File: src/rtl/m68k_bus_responder.sv
// m68k_bus_responder: slave end of the 68000 asynchronous bus for one
// address window. It converts AS/UDS/LDS/RW cycles into single-cycle
// requests to a synchronous backend with a ready/ack handshake, then
// asserts nDTACK after WAIT_CYCLES and releases it when nAS negates.
//
// Ports:
//   clk, nRESET          clock (shared with fx68k), async active-low reset
//   M68K_ADDR/WDATA/RW   CPU word address [23:1], write data, 1=read
//   nAS, nUDS, nLDS      CPU strobes, active-low
//   nDTACK, RDATA        data acknowledge (active-low), read data
//   DATA_OE              RDATA valid for a read in this window
//   BK_ADDR/WDATA/BE     latched backend request fields
//   BK_RD, BK_WR         one-cycle request pulses
//   BK_RDATA, BK_ACK     backend read data and completion pulse
//   TIMEOUT_FLAG         sticky backend-timeout indicator
//
// Optional feature: define M68K_BUS_RESPONDER_TIMEOUT_EN to enable the
// REQ watchdog (TIMEOUT cycles). Without it TIMEOUT_FLAG is tied to 0.

module m68k_bus_responder #(
    parameter logic [23:0] BASE        = 24'h100000,
    parameter logic [23:0] MASK        = 24'hFF0000,
    parameter int          WAIT_CYCLES = 2,
    parameter int          TIMEOUT     = 255
) (
    input  logic        clk,
    input  logic        nRESET,
    input  logic [22:0] M68K_ADDR,
    input  logic [15:0] M68K_WDATA,
    input  logic        M68K_RW,
    input  logic        nAS,
    input  logic        nUDS,
    input  logic        nLDS,
    output logic        nDTACK,
    output logic [15:0] RDATA,
    output logic        DATA_OE,
    output logic [22:0] BK_ADDR,
    output logic [15:0] BK_WDATA,
    output logic [1:0]  BK_BE,
    output logic        BK_RD,
    output logic        BK_WR,
    input  logic [15:0] BK_RDATA,
    input  logic        BK_ACK,
    output logic        TIMEOUT_FLAG
);

    typedef enum logic [2:0] {
        S_IDLE,
        S_REQ,
        S_WAIT,
        S_ACK,
        S_ABORT
    } state_t;

    state_t      state;
    state_t      state_n;

    logic [22:0] addr_q;
    logic [15:0] wdata_q;
    logic [15:0] rdata_q;
    logic [1:0]  be_q;
    logic        rw_q;
    logic        rd_q;
    logic        wr_q;
    logic [3:0]  wcnt;

    logic        hit;
    logic        start;
    logic        ack_v;
    logic        timeout_hit;

    assign hit   = ({M68K_ADDR, 1'b0} & MASK) == (BASE & MASK);
    // For writes the 68k drives the data strobes late, so the cycle only
    // starts once at least one strobe is low.
    assign start = (state == S_IDLE) && !nAS && (!nUDS || !nLDS) && hit;
    // The backend cannot answer in the cycle of its own request pulse.
    assign ack_v = BK_ACK && !(rd_q || wr_q);

`ifdef M68K_BUS_RESPONDER_TIMEOUT_EN
    logic [15:0] to_cnt;
    logic        to_flag;

    // ABORT also honours the watchdog so a dead backend cannot wedge
    // the responder after the CPU gave up on a cycle.
    assign timeout_hit = ((state == S_REQ) || (state == S_ABORT)) &&
                         !ack_v && (to_cnt == 16'(TIMEOUT - 1));

    always_ff @(posedge clk or negedge nRESET) begin
        if (!nRESET) begin
            to_cnt  <= '0;
            to_flag <= 1'b0;
        end else begin
            if (start)
                to_cnt <= '0;
            else if ((state == S_REQ) || (state == S_ABORT))
                to_cnt <= to_cnt + 16'd1;
            if ((state == S_REQ) && timeout_hit)
                to_flag <= 1'b1;
        end
    end

    assign TIMEOUT_FLAG = to_flag;
`else
    assign timeout_hit  = 1'b0;
    assign TIMEOUT_FLAG = 1'b0;
`endif

    always_ff @(posedge clk or negedge nRESET) begin
        if (!nRESET)
            state <= S_IDLE;
        else
            state <= state_n;
    end

    always_comb begin
        state_n = state;
        unique case (state)
            S_IDLE: begin
                if (start)
                    state_n = S_REQ;
            end
            S_REQ: begin
                if (ack_v)
                    state_n = (WAIT_CYCLES == 0) ? S_ACK : S_WAIT;
                else if (timeout_hit)
                    state_n = S_ACK;
                else if (nAS)
                    state_n = S_ABORT;
            end
            S_WAIT: begin
                if (nAS)
                    state_n = S_IDLE;
                else if (wcnt == 4'd1)
                    state_n = S_ACK;
            end
            S_ACK: begin
                if (nAS)
                    state_n = S_IDLE;
            end
            S_ABORT: begin
                if (ack_v || timeout_hit)
                    state_n = S_IDLE;
            end
            default: state_n = S_IDLE;
        endcase
    end

    always_ff @(posedge clk or negedge nRESET) begin
        if (!nRESET) begin
            addr_q  <= '0;
            wdata_q <= '0;
            rdata_q <= '0;
            be_q    <= '0;
            rw_q    <= 1'b0;
            rd_q    <= 1'b0;
            wr_q    <= 1'b0;
            wcnt    <= '0;
        end else begin
            rd_q <= start && M68K_RW;
            wr_q <= start && !M68K_RW;
            if (start) begin
                addr_q  <= M68K_ADDR;
                wdata_q <= M68K_WDATA;
                be_q    <= {~nUDS, ~nLDS};
                rw_q    <= M68K_RW;
            end
            if ((state == S_REQ) && ack_v) begin
                if (rw_q)
                    rdata_q <= BK_RDATA;
                wcnt <= 4'(WAIT_CYCLES);
            end else if ((state == S_REQ) && timeout_hit) begin
                if (rw_q)
                    rdata_q <= 16'hFFFF;
            end else if (state == S_WAIT) begin
                wcnt <= wcnt - 4'd1;
            end
        end
    end

    // nDTACK and DATA_OE decode the state register directly, so they
    // change on the entry edge and clear asynchronously on reset.
    always_comb begin
        nDTACK   = (state != S_ACK);
        DATA_OE  = (state == S_ACK) && rw_q;
        RDATA    = rdata_q;
        BK_ADDR  = addr_q;
        BK_WDATA = wdata_q;
        BK_BE    = be_q;
        BK_RD    = rd_q;
        BK_WR    = wr_q;
    end

endmodule

File: config.mk
export PLATFORM = sky130hd
export DESIGN_NAME = m68k_bus_responder
export DESIGN_NICKNAME = d
export VERILOG_FILES = /design/src/rtl/m68k_bus_responder.sv
export SDC_FILE = /design/constraint.sdc
export NUM_CORES = 1
export LEC_CHECK = 0
export BUFFER_PORTS_ARGS = -buffer_cell sky130_fd_sc_hd__buf_2
export CORE_ASPECT_RATIO = 0.6
export CORE_UTILIZATION = 45
export CTS_BUF_LIST = sky130_fd_sc_hd__clkbuf_4
export DETAILED_ROUTE_END_ITERATION = 7
export GPL_ROUTABILITY_DRIVEN = 0
export PLACE_DENSITY = 0.88
export SLEW_MARGIN = 20
export SYNTH_ARGS = -nofsm -noshare
export SYNTH_HDL_FRONTEND = slang
export SYNTH_SLANG_ARGS = --single-unit
File: constraint.sdc
create_clock -name clk -period 2.2 [get_ports clk]
set_input_delay 0.55 -clock clk [delete_from_list [all_inputs] [get_ports clk]]
set_output_delay 0.55 -clock clk [all_outputs]
set_load 0.02 [all_outputs]
==> results.sh, run 1 <==
export IMPL_drtAntennaViolNets=0
export IMPL_synth_seq_area_share_pct=62.9
export IMPL_postCtsSetupBuffers=0
export IMPL_antenna_found_initial=0
export IMPL_synth_most_common_cell="dfrtp_1"
export IMPL_crit_type="flip-flop to flip-flop"
export IMPL_period_minus_slack_ns=1.92
export IMPL_cts_buffers=9
export IMPL_hold_violations=0
export IMPL_core_sq_um=5650
export IMPL_outcome="completed"
export IMPL_worst_slack_ns=0.277
export IMPL_synth_distinct_cells=34
export IMPL_hold_buffers=0
export IMPL_min_path_type="input port to async pin"
export IMPL_crit_arrival_ns=2.19
export IMPL_cts_root_buffer="clkbuf_4"
export IMPL_power_leakage_nw=2.01
export IMPL_synth_edff_count=0
export IMPL_grt_pass1_wl_um=7990
export IMPL_row_count=21
export IMPL_cts_resized=0
export IMPL_fin_cells=390
export IMPL_drtIter0Drc=72
export IMPL_fmax_mhz=520
export IMPL_cp_start_kind="flip-flop"
export IMPL_final_max_slew_viol_count=0
export IMPL_rsz0062_at_grt="no"
export IMPL_vias=1833
export IMPL_ioPinCount=124
export IMPL_synth_area_leaders="dfrtp_1 (63%), mux2_2 (16%), mux2_4 (5.6%), and2_1 (1.6%), nor2_1 (0.99%)"
export IMPL_start_util_pct=47.2
export IMPL_cp_max_fo=16
export IMPL_power_ir_vdd_worst_v=0.000417
export IMPL_ys_warn_count=0
export IMPL_cp_required_ns=2.47
export IMPL_synth_top_area_cell="dfrtp_1"
export IMPL_clock_latency_ns=0.37
export IMPL_synth_main_ff_cell="dfrtp_1"
export IMPL_final_setup_tns_ns=0
export IMPL_via_per_inst=4.70
export IMPL_final_net_count=370
export IMPL_grt_ovfl_total=0
export IMPL_cts_tree="yes"
export IMPL_drt_pre_antenna_iters=4
export IMPL_die_x_um=101
export IMPL_path_clk_slew_ns=0.10
export IMPL_dp_cells=375
export IMPL_gr_usage_all_layers_pct=17.6
export IMPL_wl_per_cell_um=13.6
export IMPL_grt_pass1_vias=1770
export IMPL_synth_top_area_share_pct=62.9
export IMPL_fp_dieH_um=61.6
export IMPL_synth_top_cells_by_count="dfrtp_1 (67), mux2_2 (38), mux2_4 (10)"
export IMPL_drv_cap=0
export IMPL_syn_area_per_cell_sq_um=15.1
export IMPL_final_setup_viol_count=0
export IMPL_async_reset_ff_share_pct=100
export IMPL_numPortBuffers=122
export IMPL_grt_start_max_net_pins=35
export IMPL_drive_gt1_share_pct=61.9
export IMPL_wl_um=5320
export IMPL_end_kind="flip-flop"
export IMPL_power_density_nw_per_um2=631
export IMPL_clockBufferDepth=2
export IMPL_dp_hpwl_um=4020
export IMPL_dieArea_sq_um=6240
export IMPL_fin_crit_sh_pct=87.4
export IMPL_final_util_pct=61.2
export IMPL_ys_seq_elements=67
export IMPL_pre_cts_ws_ns=0.190
export IMPL_synth_nets=240
export IMPL_drc_errors=0
export IMPL_insertedDiodeCount=0
export IMPL_syn_area_sq_um=2670
export IMPL_fin_skew_ns=0.00788
export IMPL_syn2layout_area_growth_pct=29.7
export IMPL_syn_inst=176
export IMPL_clock_sinks=67
export IMPL_h_tree_depth=3
==> cell usage in the layout (no fill, tap or decap), types with 2 or more instances in the layout <==
| master | n |
|---|---|
| or3_1 | 3 |
| a21oi_1 | 3 |
| dfrtp_1 | 67 |
| buf_2 | 122 |
| nor2_1 | 7 |
| a211oi_1 | 2 |
| nor2b_1 | 2 |
| clkbuf_4 | 11 |
| inv_1 | 6 |
| and2_1 | 7 |
| mux2_4 | 10 |
| mux2_2 | 38 |
| buf_4 | 4 |
| clkinv_2 | 3 |
| o21ai_0 | 2 |
| ha_1 | 2 |
| nand3_1 | 2 |
| mux2i_1 | 2 |
==> critical path, stage by stage (launching register included) <==
cell and delay (ns):
dfrtp_1 0.47, or4b_4 0.62, nor2_8 0.34, mux2_2 0.38
==> stage by stage <==
stage	hold WS, ns	cell area, sq um	total power [mW]
after floorplan	0.254	2670	1.44
after global placement	0.446	3360	1.57
after detailed placement	0.452	3360	1.58
after CTS	0.179	3460	2.22
after global routing	0.206	3460	2.30
final	0.189	3460	2.18
==> kinds of logic (layout without fill, tap and decap cells) <==
family	after synthesis	in the layout	synth area share, %
other cells	1	1	0.141
simple gates	33	33	8.40
buf+inv	13	147	2.72
flops	67	67	62.9
xor+xnor	1	1	0.329
mux	50	50	22.4
compound gates	9	9	2.11
fa+ha+maj	2	2	0.939
==> registers in the layout, indices dropped and copies added, names as in the netlist <==
name / count
BK_RD: 1
BK_WDATA: 16
state: 3
RDATA: 16
wcnt: 4
BK_BE: 2
rw_q: 1
BK_ADDR: 23
BK_WR: 1
==> power breakdown <==
part | internal [mW] | leakage (nW) | switching [mW] | total (mW)
Sequential | 1.28 | 0.890 | 0.0254 | 1.30
Combinational | 0.112 | 1.06 | 0.134 | 0.246
Clock | 0.243 | 0.0639 | 0.388 | 0.631
==> layer usage <==
metal,up-vias,part of all wire [%],GRT usage [%]
met3,6,6.9,5.79
li1,865,-,-
met5,-,0,0
met4,0,0.79,6.83
met2,80,47,30.0
met1,882,45,21.3
==> path summary, 6_finish.rpt <==
path	depth (start not counted)	to	startpoint	slack [ns]
hold reg to reg	1	BK_ADDR[19]$_DFFE_PN0P_	BK_ADDR[19]$_DFFE_PN0P_	0.48
hold / removal	2	RDATA[14]$_DFFE_PN0P_	nRESET	0.19
max in group asynchronous	2	BK_ADDR[16]$_DFFE_PN0P_	nRESET	1.69
setup reg to reg	3	RDATA[13]$_DFFE_PN0P_	state[1]$_DFFE_PN0P_	0.28
min in group clk	2	state[2]$_DFFE_PN0P_	BK_ACK	0.35
setup / recovery	3	RDATA[13]$_DFFE_PN0P_	state[1]$_DFFE_PN0P_	0.28
==> final cells by class <==
type	instances	area [sq um]
clock buffer	11	82.6
multi-input combinational	96	916
tap	80	100
sequential	67	1680
clock inverter	4	18.8
timing repair buffer	126	641
fill	481	2190
inverter	6	22.5
No activity file was read; power rests on OpenSTA's default activity.
==> run 2: changes to the inputs <==
--- a/config.mk
+++ b/config.mk
@@ -6,12 +6,14 @@
 export NUM_CORES = 1
 export LEC_CHECK = 0
 export BUFFER_PORTS_ARGS = -buffer_cell sky130_fd_sc_hd__buf_2
+export CAP_MARGIN = 20
 export CORE_ASPECT_RATIO = 0.6
 export CORE_UTILIZATION = 45
 export CTS_BUF_LIST = sky130_fd_sc_hd__clkbuf_4
 export DETAILED_ROUTE_END_ITERATION = 7
 export GPL_ROUTABILITY_DRIVEN = 0
-export PLACE_DENSITY = 0.88
+export PLACE_DENSITY = 0.86
+export SKIP_LAST_GASP = 1
 export SLEW_MARGIN = 20
 export SYNTH_ARGS = -nofsm -noshare
 export SYNTH_HDL_FRONTEND = slang
==> run 2 against run 1 <==
  * Die area unchanged
  * Routed wire length shrank 2.5%
  * Combinational power hardly changed
  * Clock skew increased by 0.0019 ns
  * Global-route usage grew 0.12 points
  * Sequential power is essentially flat
  * Cell count decreased by 0.26%
  * Worst setup slack lost 0.024 ns
  * Clock-buffer cell count is the same
  * Via count is 0.33% higher
  * Non-clock buffer count down 1
  * Fmax is 1.2% lower
  * Critical endpoint is now DATA_OE
==> results.sh, run 2 (synthesis results as in run 1) <==
export IMPL_outcome="completed"
export IMPL_final_setup_tns_ns=0
export IMPL_end_kind="primary output"
export IMPL_final_max_slew_viol_count=0
export IMPL_fill_cells=459
export IMPL_dp_hpwl_um=3840
export IMPL_hold_buffers=0
export IMPL_syn2layout_area_growth_pct=30.4
export IMPL_wl_um=5190
export IMPL_final_common_cell="buf_2"
export IMPL_drc_errors=0
export IMPL_row_count=21
export IMPL_r2r_cells=3
export IMPL_drv_cap=0
export IMPL_power_leakage_nw=2.02
export IMPL_drtIter0Drc=46
export IMPL_drtAntennaViolNets=0
export IMPL_numPortBuffers=122
export IMPL_cts_resized=0
export IMPL_vias=1839
export IMPL_clock_sinks=67
export IMPL_drive_gt1_share_pct=61.8
export IMPL_period_minus_slack_ns=1.95
export IMPL_cp_max_fo=7
export IMPL_min_path_type="input port to async pin"
export IMPL_gr_usage_all_layers_pct=17.7
export IMPL_ioPinCount=124
export IMPL_timing_rr_end="RDATA[11]$_DFFE_PN0P_"
export IMPL_crit_slowest_cell="dfrtp_1"
export IMPL_cts_buffers=9
export IMPL_cts_tree="yes"
export IMPL_rsz0062_at_grt="no"
export IMPL_grt_pass1_vias=1776
export IMPL_timing_critical_path_buf_inv=1
export IMPL_fin_crit_sh_pct=88.5
export IMPL_fmax_mhz=514
export IMPL_r2r_start="state[1]$_DFFE_PN0P_"
export IMPL_h_tree_depth=3
export IMPL_crit_arrival_ns=1.40
export IMPL_clock_latency_ns=0.38
export IMPL_final_net_count=369
export IMPL_largest_reg_flops=23
export IMPL_insertedDiodeCount=0
export IMPL_via_per_inst=4.73
export IMPL_cp_required_ns=1.65
export IMPL_layout_common_cells="buf_2 (122), dfrtp_1 (67), mux2_2 (38), clkbuf_4 (11), mux2_4 (10)"
export IMPL_cts_root_buffer="clkbuf_4"
export IMPL_wl_per_cell_um=13.3
export IMPL_antenna_found_initial=0
export IMPL_drt_pre_antenna_iters=3
export IMPL_fin_skew_ns=0.00977
export IMPL_power_density_nw_per_um2=625
export IMPL_cpPeakStageDelay_ns=0.46
export IMPL_grt_ovfl_total=0
export IMPL_fp_dieH_um=61.6
export IMPL_power_ir_vdd_worst_v=0.000328
export IMPL_grt_pass1_wl_um=8050
export IMPL_cp_start_kind="flip-flop"
export IMPL_holdWs_ns=0.169
export IMPL_final_setup_viol_count=0
export IMPL_r2r_setup_slack_ns=0.27
export IMPL_die_x_um=101
export IMPL_start_util_pct=47.2
export IMPL_crit_type="flip-flop to primary output"
export IMPL_grt_start_max_net_pins=68
export IMPL_path_clk_slew_ns=0.10
export IMPL_clockBufferDepth=2
export IMPL_path_cells="nor2b_1 > and3_1 > buf_2"
export IMPL_crit_family="flip-flops"
export IMPL_core_sq_um=5650
export IMPL_dieArea_sq_um=6240
export IMPL_p_total_mw=2.17
export IMPL_postCtsSetupBuffers=0
export IMPL_hold_violations=0
[run 2: cell types whose count changed in the layout (fill, tap and decap cells not counted), sizes merged]
cell	previous run	this run
buf	126	125
[run 2: worst max path at each step]
stage | start | end | depth (start not counted)
after floorplan | BK_ACK | RDATA[0]$_DFFE_PN0P_ | 4
after global placement | BK_ACK | RDATA[9]$_DFFE_PN0P_ | 4
after detailed placement | BK_ACK | RDATA[11]$_DFFE_PN0P_ | 4
after CTS | state[0]$_DFFE_PN0P_ | DATA_OE | 3
after global routing | state[0]$_DFFE_PN0P_ | DATA_OE | 3
final | state[0]$_DFFE_PN0P_ | DATA_OE | 3
[run 2: area by class of cell]
type                            count  area, sq um  share of cell area, %
Inverter                            6         22.5                  0.648
Sequential cell                    67         1680                   48.3
Multi-Input combinational cell     96          916                   26.4
Tap cell                           80          100                   2.88
Clock inverter                      4         18.8                  0.540
Timing Repair Buffer              125          658                   18.9
Clock buffer                       11         82.6                   2.38
[run 2: metal layers]
metal	wire (um)	vias to the layer above	track usage, %
li1	-	867	-
met1	2330	886	21.7
met2	2380	79	28.5
met3	414	7	7.04
met4	58	0	7.45
met5	0	-	0
[run 2: power breakdown]
group / switching (mW) / internal (mW)
clock: 0.380 / 0.243
sequential: 0.0246 / 1.28
combinational: 0.132 / 0.114
[run 2: per-stage QoR]
step | setup slack, ns | utilization [%] | cell area (sq um) | cells
2_1_floorplan | 0.402 | - | 2670 | 176
3_3_place_gp | 0.205 | 59.7 | 3370 | 374
5_1_grt | 0.0976 | 61.5 | 3470 | 389
6_report | 0.253 | 61.5 | 3470 | 389
3_5_place_dp | 0.190 | 59.7 | 3370 | 374
4_1_cts | 0.228 | 61.5 | 3470 | 389
==> run 3: changes to the inputs <==
--- a/config.mk
+++ b/config.mk
@@ -5,14 +5,14 @@
 export SDC_FILE = /design/constraint.sdc
 export NUM_CORES = 1
 export LEC_CHECK = 0
-export BUFFER_PORTS_ARGS = -buffer_cell sky130_fd_sc_hd__buf_2
 export CAP_MARGIN = 20
 export CORE_ASPECT_RATIO = 0.6
 export CORE_UTILIZATION = 45
-export CTS_BUF_LIST = sky130_fd_sc_hd__clkbuf_4
+export CTS_BUF_LIST = sky130_fd_sc_hd__clkbuf_2 sky130_fd_sc_hd__clkbuf_4 sky130_fd_sc_hd__clkbuf_8
 export DETAILED_ROUTE_END_ITERATION = 7
+export DONT_BUFFER_PORTS = 1
 export GPL_ROUTABILITY_DRIVEN = 0
-export PLACE_DENSITY = 0.86
+export PLACE_DENSITY_LB_ADDON = 0.2
 export SKIP_LAST_GASP = 1
 export SLEW_MARGIN = 20
 export SYNTH_ARGS = -nofsm -noshare
==> run 3 against run 2 <==
  * Critical path depth stayed put
  * Sequential share of layout area grew 8.7 points
  * Sequential cell count is the same
  * Via count fell by 24%
  * Worst hold slack got worse by 0.074 ns
  * Global-route usage down 2.4 points
  * Clock power is 53% higher
  * Clock skew down 0.0043 ns
  * Critical path type is now flip-flop to flip-flop
  * Highest routed layer unchanged
==> results.sh, run 3 (synthesis results as in run 1) <==
export IMPL_outcome="completed"
export IMPL_clock_latency_ns=0.33
export IMPL_grt_pass1_wl_um=6690
export IMPL_busiest_layer="met2"
export IMPL_insertedDiodeCount=0
export IMPL_min_path_type="input port to async pin"
export IMPL_path_clk_slew_ns=0.07
export IMPL_rsz0062_at_grt="no"
export IMPL_dp_hpwl_um=3270
export IMPL_drive_gt1_share_pct=37.4
export IMPL_crit_end="RDATA[8]$_DFFE_PN0P_"
export IMPL_worst_slack_ns=0.267
export IMPL_timing_rr_end="RDATA[8]$_DFFE_PN0P_"
export IMPL_wl_um=4560
export IMPL_final_setup_tns_ns=0
export IMPL_vias=1392
export IMPL_end_kind="flip-flop"
export IMPL_wl_per_cell_um=17.1
export IMPL_final_common_cell="dfrtp_1"
export IMPL_crit_slowest_cell="or4b_4"
export IMPL_power_leakage_nw=1.49
export IMPL_fin_skew_ns=0.00545
export IMPL_drtIter0Drc=32
export IMPL_largest_reg_flops=23
export IMPL_row_count=21
export IMPL_globalRouteMet1Util_pct=17.4
export IMPL_fp_dieH_um=61.6
export IMPL_cts_root_buffer="clkbuf_8"
export IMPL_pre_cts_ws_ns=0.261
export IMPL_layout_common_cells="dfrtp_1 (67), mux2_2 (38), mux2_4 (10), clkbuf_8 (9)"
export IMPL_period_minus_slack_ns=1.93
export IMPL_h_tree_depth=3
export IMPL_power_density_nw_per_um2=822
export IMPL_hold_buffers=1
export IMPL_ioPinCount=124
export IMPL_syn2layout_area_growth_pct=10.5
export IMPL_cpPeakStageDelay_ns=0.61
export IMPL_dieArea_sq_um=6240
export IMPL_fill_cells=470
export IMPL_grtUsageMet3_pct=7.49
export IMPL_cts_tree="yes"
export IMPL_path_cells="or4b_4 > nor2_8 > mux2_2"
export IMPL_clock_sinks=67
export IMPL_gr_usage_all_layers_pct=15.3
export IMPL_seq_area_sq_um=1680
export IMPL_crit_type="flip-flop to flip-flop"
export IMPL_drtAntennaViolNets=0
export IMPL_final_net_count=247
export IMPL_cts_buffers=9
export IMPL_crit_arrival_ns=2.14
export IMPL_postCtsSetupBuffers=0
export IMPL_power_ir_vdd_worst_v=0.000340
export IMPL_antenna_found_initial=0
export IMPL_clockBufferDepth=2
export IMPL_drt_pre_antenna_iters=4
export IMPL_grt_ovfl_total=0
export IMPL_multiInputGateArea_sq_um=916
export IMPL_start_util_pct=47.2
export IMPL_core_sq_um=5650
export IMPL_via_per_inst=5.21
export IMPL_use_met2_pct=24.4
export IMPL_r2r_cells=3
export IMPL_final_setup_viol_count=0
export IMPL_numPortBuffers=0
export IMPL_cp_required_ns=2.41
export IMPL_final_util_pct=52.1
export IMPL_crit_start="BK_WR$_DFF_PN0_"
export IMPL_hold_violations=0
export IMPL_cp_start_kind="flip-flop"
export IMPL_grt_pass1_vias=1430
export IMPL_cts_resized=0
export IMPL_drv_cap=0
export IMPL_r2r_start="BK_WR$_DFF_PN0_"
export IMPL_die_x_um=101
export IMPL_r2r_setup_slack_ns=0.27
export IMPL_drc_errors=0
export IMPL_final_max_slew_viol_count=0
export IMPL_cp_max_fo=16
export IMPL_grt_start_max_net_pins=68
export IMPL_fmax_mhz=517
export IMPL_fin_crit_sh_pct=87.9
==> run 3: cell count changes in the layout (fill, tap and decap cells not counted), sizes merged <==
| cell | before | now |
|---|---|---|
| clkbuf | 11 | 12 |
| bufinv | 0 | 1 |
| clkinv | 4 | 2 |
| buf | 125 | 3 |
==> run 3: how the worst min path moves through the flow <==
stage                              to  slack, ns    from  cells past startpoint
2_1_floorplan  BK_ADDR[0]$_DFFE_PN0P_       0.25  nRESET                      0
3_3_place_gp     RDATA[5]$_DFFE_PN0P_       0.26  nRESET                      0
3_5_place_dp     RDATA[4]$_DFFE_PN0P_       0.26  nRESET                      0
4_1_cts         RDATA[11]$_DFFE_PN0P_       0.09  nRESET                      1
5_1_grt         RDATA[11]$_DFFE_PN0P_       0.09  nRESET                      1
6_report         RDATA[4]$_DFFE_PN0P_        0.1  nRESET                      1
==> run 3: report_power, final <==
part           switching [mW]  internal, mW
clock                   0.404         0.552
combinational          0.0503        0.0513
sequential             0.0833          1.28
total                   0.537          1.88
==> run 3: per-layer routing <==
metal / part of all wire (%) / vias up
li1: - / 618
met1: 41 / 690
met2: 48 / 73
met3: 8.8 / 11
met4: 1.8 / 0
met5: 0 / -
==> run 3: area by class of cell <==
type | instances | share of cell area, %
Tap cell | 80 | 3.40
Clock inverter | 3 | 1.36
Clock buffer | 12 | 4.97
Inverter | 6 | 0.765
Multi-Input combinational cell | 96 | 31.1
Timing Repair Buffer | 3 | 1.44
Sequential cell | 67 | 56.9
==> run 3: critical path: cells and delay by family, from the launching register on <==
family	cells	cell delay, ns
flip-flops	1	0.47
multiplexers	1	0.39
AND/OR/NAND/NOR	2	0.95
==> run 3: stage by stage <==
step                area [sq um]  power [mW]  hold slack, ns  cells
CTS                         2940        2.46          0.0865    267
floorplan                   2670        1.44           0.254    176
global route                2940        2.54          0.0905    267
global placement            2730        1.45           0.255    251
finish                      2940        2.42          0.0952    267
detailed placement          2730        1.46           0.256    251
